### src/rtl/jtframe_rom_arb_pkg.sv
// Shared types and grant helper for the SDRAM ROM arbiter.
package jtframe_rom_arb_pkg;

    localparam int ARB_MAX_SLOTS = 4;

    typedef logic [1:0] slot_idx_t;

    typedef enum logic [1:0] {
        IDLE,
        REQ,
        WAIT_DATA
    } arb_st_t;

    // First set bit of cands scanning upward from last+1, wrapping. Slots
    // beyond the configured count are always zero, so wrapping on the full
    // width gives the same order as wrapping on the configured count.
    function automatic slot_idx_t rr_next(input logic [ARB_MAX_SLOTS-1:0] cands,
                                          input slot_idx_t last);
        slot_idx_t idx;
        logic      found;
        rr_next = last;
        found   = 1'b0;
        for (int k = 1; k <= ARB_MAX_SLOTS; k++) begin
            idx = last + slot_idx_t'(k);
            if (!found && cands[idx]) begin
                rr_next = idx;
                found   = 1'b1;
            end
        end
    endfunction

endpackage

### src/rtl/jtframe_rom_arb_slot.sv
// One requester's held word: stored address, data and the level ok flag.
module jtframe_rom_arb_slot
    import jtframe_rom_arb_pkg::*;
#(
    parameter int AW = 22,
    parameter int DW = 32
) (
    input  logic          clk,
    input  logic          rst,
    input  logic          clr,
    input  logic          cs,
    input  logic [AW-1:0] addr,
    input  logic          load,
    input  logic [AW-1:0] gnt_addr,
    input  logic [DW-1:0] din,
    output logic          ok,
    output logic [DW-1:0] dout
);

    logic [AW-1:0] st_addr;

    always_ff @(posedge clk) begin
        if (rst) begin
            ok      <= 1'b0;
            dout    <= '0;
            st_addr <= '0;
        end else if (load && cs && addr == gnt_addr && !clr) begin
            ok      <= 1'b1;
            dout    <= din;
            st_addr <= gnt_addr;
        end else if (clr || !cs || addr != st_addr) begin
            // the requester moved on or dropped out: the held word is stale
            ok <= 1'b0;
        end
    end

endmodule

### src/rtl/jtframe_rom_arb.sv
// Round-robin sharing of the SDRAM read port among ROM requesters.
// Define JTFRAME_ROMARB_PRIO_EN for fixed priority (lowest slot wins).
module jtframe_rom_arb
    import jtframe_rom_arb_pkg::*;
#(
    parameter int SLOTS = 4,
    parameter int AW    = 22,
    parameter int DW    = 32
) (
    input  logic               clk_rom,
    input  logic               rst,
    input  logic               downloading,
    input  logic               loop_rst,
    input  logic [SLOTS-1:0]   slot_cs,
    input  logic [SLOTS*AW-1:0] slot_addr,
    output logic [SLOTS-1:0]   slot_ok,
    output logic [SLOTS*DW-1:0] slot_dout,
    output logic               sdram_req,
    output logic [AW-1:0]      sdram_addr,
    input  logic               sdram_ack,
    input  logic [DW-1:0]      data_read,
    input  logic               data_rdy
);

    logic [SLOTS-1:0][AW-1:0]   addr_p;
    logic [ARB_MAX_SLOTS-1:0]   cands;
    logic                       halt;
    logic                       load;
    logic                       discard;
    slot_idx_t                  sel;
    slot_idx_t                  gnt_idx;
    logic [AW-1:0]              gnt_addr;
    arb_st_t                    st;

    assign addr_p = slot_addr;
    assign halt   = downloading | loop_rst;
    assign cands  = ARB_MAX_SLOTS'(slot_cs & ~slot_ok);
    assign load   = st == WAIT_DATA && data_rdy && !discard && !halt;

`ifdef JTFRAME_ROMARB_PRIO_EN
    assign sel = rr_next(cands, slot_idx_t'(ARB_MAX_SLOTS-1));
`else
    slot_idx_t last_grant;

    always_ff @(posedge clk_rom) begin
        if (rst)
            last_grant <= slot_idx_t'(SLOTS-1);
        else if (st == WAIT_DATA && data_rdy)
            last_grant <= gnt_idx;
    end

    assign sel = rr_next(cands, last_grant);
`endif

    always_ff @(posedge clk_rom) begin
        if (rst) begin
            st         <= IDLE;
            sdram_req  <= 1'b0;
            sdram_addr <= '0;
            gnt_idx    <= '0;
            gnt_addr   <= '0;
            discard    <= 1'b0;
        end else begin
            case (st)
                IDLE: begin
                    discard <= 1'b0;
                    if (!halt && |cands) begin
                        gnt_idx    <= sel;
                        gnt_addr   <= addr_p[sel];
                        sdram_addr <= addr_p[sel];
                        sdram_req  <= 1'b1;
                        st         <= REQ;
                    end
                end
                REQ: begin
                    // a download seen at any point poisons this transaction
                    if (halt) discard <= 1'b1;
                    if (sdram_ack) begin
                        sdram_req <= 1'b0;
                        st        <= WAIT_DATA;
                    end
                end
                WAIT_DATA: begin
                    if (halt) discard <= 1'b1;
                    if (data_rdy) st <= IDLE;
                end
                default: st <= IDLE;
            endcase
        end
    end

    for (genvar i = 0; i < SLOTS; i++) begin : g_slot
        jtframe_rom_arb_slot #(
            .AW(AW),
            .DW(DW)
        ) u_slot (
            .clk      (clk_rom),
            .rst      (rst),
            .clr      (halt),
            .cs       (slot_cs[i]),
            .addr     (addr_p[i]),
            .load     (load && gnt_idx == slot_idx_t'(i)),
            .gnt_addr (gnt_addr),
            .din      (data_read),
            .ok       (slot_ok[i]),
            .dout     (slot_dout[i*DW +: DW])
        );
    end

endmodule

### config.mk
export PLATFORM = sky130hd
export DESIGN_NAME = jtframe_rom_arb
export DESIGN_NICKNAME = d
export VERILOG_FILES = /design/src/rtl/jtframe_rom_arb_pkg.sv /design/src/rtl/jtframe_rom_arb_slot.sv /design/src/rtl/jtframe_rom_arb.sv
export SDC_FILE = /design/constraint.sdc
export NUM_CORES = 1
export LEC_CHECK = 0
export ABC_AREA = 1
export BUFFER_PORTS_ARGS = -buffer_cell sky130_fd_sc_hd__clkbuf_2
export CAP_MARGIN = 0
export CORE_MARGIN = 2
export CORE_UTILIZATION = 45
export CTS_CLUSTER_DIAMETER = 150
export DETAILED_ROUTE_END_ITERATION = 7
export GPL_TIMING_DRIVEN = 1
export PLACE_DENSITY = 0.71
export SLEW_MARGIN = 20
export SYNTH_ARGS = -nofsm -noshare
export SYNTH_HDL_FRONTEND = slang
export SYNTH_SLANG_ARGS = --single-unit
### constraint.sdc
create_clock -name clk_rom -period 2.52 [get_ports clk_rom]
set_clock_uncertainty 0.2 [all_clocks]
set_input_delay 0.126 -clock clk_rom [delete_from_list [all_inputs] [get_ports clk_rom]]
set_output_delay 0.126 -clock clk_rom [all_outputs]
set_load 0.03 [all_outputs]
==> metrics <==
site row count=62; initial DRC count=2461; main flop type after synthesis=dfxtp_1; Hold Vio Cnt, Final=1; worst-margin pin slew=0.482 ns; max cap viols=0; H-tree Lvls=1; CP max stage delay=0.32 ns; yosys warns=0; HP Class=in2reg; most common cell after layout, fill and taps aside=nor2_1; initial antenna violation count=1; count of final setup violators=4; Clock Latency Late Sink=0.58 ns; post-synthesis sequential area ratio=0.376; CP max stage cell=dfxtp_2; WL final=66000 µm; final net count=2716; die span in y=176 µm; reg-to-reg startpoint=st[0]; CP Cell Sequence=inv_2 -> ha_4 -> nand2_4 -> nor3_4 -> inv_2 -> nor4_4 -> nand4_1 -> nor2_4 -> buf_12 -> clkbuf_16 -> nor2_1 -> nor2_1; Setup WS post-layout=-0.0141 ns; IO Pins=285; final core utilization=0.664; peak supply drop=608 µV; Peak Freq=395 MHz; Hold Slack=-0.0242 ns; total clock sinks=250; fin cells=2991; P&R area growth vs syn=44.2%; WP data required=2.82 ns; CP Capture Type=flop; layout cells sized above 1=0.228; dpl ws=-0.213 ns; Hold EP=gnt_addr[14]; Worst Path Max Fanout=11; worst hold path depth=5; Unique masters post-synth=42; FFs w/ async S/R, synth=0; mapped cell area=13300 µm²; WS Path Type=reg2reg; DR vias/cell=5.73; Reg2Reg Depth=12; number of global-route vias before repair=15665; Starting Density=0.460; CTS Root Cell=clkbuf_16; Post-Syn Instances=2082; die area=31000 µm²; first-pass GRT wire length=92800 µm; Leak=8.78 nW; clock tree from TritonCTS=done; largest net degree at the start of global routing=83; Post-synth EDFFs=0; post-route ant nets=0; PortBufs=284; fin crit share=1.01; clock buffer depth=3; RSZ-0062 raised after global routing=yes; final HPWL from detailed placement=44900 µm; DR WL/cell=22.1 µm; Post-Syn Nets=2215; Vias=17150; most frequent cells in the layout=nor2_1, nand2_1, clkbuf_2, dfxtp_1, nand3_1; Reg2Reg Capture Point=g_slot[1].u_slot.st_addr[12]; Pre-antenna DRT Iters=6; TritonCTS Buffers=29; Final Wtd Congestion=1.03; power per cell area=708 nW/µm²; status=complete, but fails checks; fillcell total=2554; crit path time final=2.53 ns; die width=176 µm; Hold Crit Start=slot_addr[14]; reg-to-reg slack, setup=-0.01 ns; Syn Area/Cell=6.40 µm²; CORE AREA=28900 µm²; Max Slew Vio Count=0; Final TNS setup=-0.0399 ns; failing checks=hold timing, setup timing; total track usage=0.391; CP arrival=2.83 ns; placed instance count=2768; worst relative slew slack=0.678; clock-pin slew on the worst setup and hold paths=0.07 ns; DRC viols=0; Synth Register Bits=250; Remaining Overflow, GRT=0; nature of the critical path startpoint=flop
## worst max-delay path, delay by kind of cell (launching register included)
kind          cells  cell delay, ns
fa+ha+maj         1            0.14
flops             1            0.32
simple gates      7            1.26
buf+inv           4            0.51
## synthesized netlist by cell type, drive strengths merged (5+ instances only)
master | n | area share
clkbuf | 61 | 0.017
nor2 | 524 | 0.15
o2111ai | 8 | 0.0053
or2 | 12 | 0.0056
xor2 | 20 | 0.013
o22ai | 18 | 0.0085
nor3 | 18 | 0.0076
nand3 | 199 | 0.075
a21oi | 37 | 0.014
buf | 56 | 0.022
a221oi | 8 | 0.0053
nand2 | 366 | 0.10
a211oi | 7 | 0.0039
inv | 180 | 0.051
o21ai | 151 | 0.057
a22o | 5 | 0.0033
nor3b | 6 | 0.0034
nand4 | 94 | 0.044
dfxtp | 250 | 0.38
nor4 | 24 | 0.013
xnor2 | 20 | 0.013
## registers in the layout, summed over array words and instances, names as in the netlist
register / cells
last_grant: 2
discard: 1
st: 2
g_slot.u_slot.st_addr: 88
gnt_addr: 22
sdram_req: 1
g_slot.u_slot.dout: 128
g_slot.u_slot.ok: 4
gnt_idx: 2
## what timing repair did
item | 4_1_cts | 5_1_grt
hold buffers | 135 | 1
gates cloned | 0 | 14
setup endpoints to repair | 55 | 230
hold endpoints to repair | 179 | 1
gates resized for setup | 4 | 101
pin swaps | 2 | 38
setup buffers | 0 | 19
## stage by stage
stage	cell area (µm²)	power [W]
global route	19200	0.0140
global placement	16100	0.00834
CTS	18500	0.0131
finish	19200	0.0136
floorplan	13300	0.00631
detailed placement	16100	0.00833
## where the power goes
group	leakage [nW]	total, W	internal [W]	switching [W]
clock	0.512	0.00469	0.00281	0.00188
combinational	6.25	0.00465	0.00168	0.00297
sequential	2.02	0.00427	0.00407	0.000192
## layout make-up
type	instances	area (µm²)	area share
multi-input combinational	1534	7360	0.383
sequential	250	5020	0.262
timing repair buffer	587	4600	0.239
clock buffer	37	816	0.0425
inverter	181	692	0.0360
tap	384	480	0.0250
clock inverter	17	240	0.0125
antenna	1	2.50	0.000130
## kinds of logic after synthesis
kind of cell             after synthesis  synth area share
XOR/XNOR                              40            0.0263
AO/OA/AOI/OAI                        241             0.101
flip-flops                           250             0.376
AND/OR/NAND/NOR                     1250             0.404
buffers and inverters                298            0.0899
adder cells (fa/ha/maj)                3           0.00282
## worst max path at each step
stage                     slack, ns  cells past startpoint                           end          from
after detailed placement      -0.21                      9     g_slot[1].u_slot.dout[18]  gnt_addr[12]
after global routing          -0.07                     12   g_slot[1].u_slot.st_addr[2]         st[0]
after floorplan                0.11                     11     g_slot[0].u_slot.dout[10]  gnt_addr[18]
after CTS                      0.01                      8     g_slot[3].u_slot.dout[21]  gnt_addr[10]
final                         -0.01                     12  g_slot[1].u_slot.st_addr[12]         st[0]
after global placement        -0.20                      9      g_slot[1].u_slot.dout[7]  gnt_addr[12]
## per-layer routing
layer,wire (µm),up-vias,track usage
met5,0,-,0
met4,3450,0,0.160
met3,7250,232,0.0670
met2,28800,1159,0.617
met1,26500,7950,0.529
li1,-,7809,-
(Power assumes the default switching activity.)
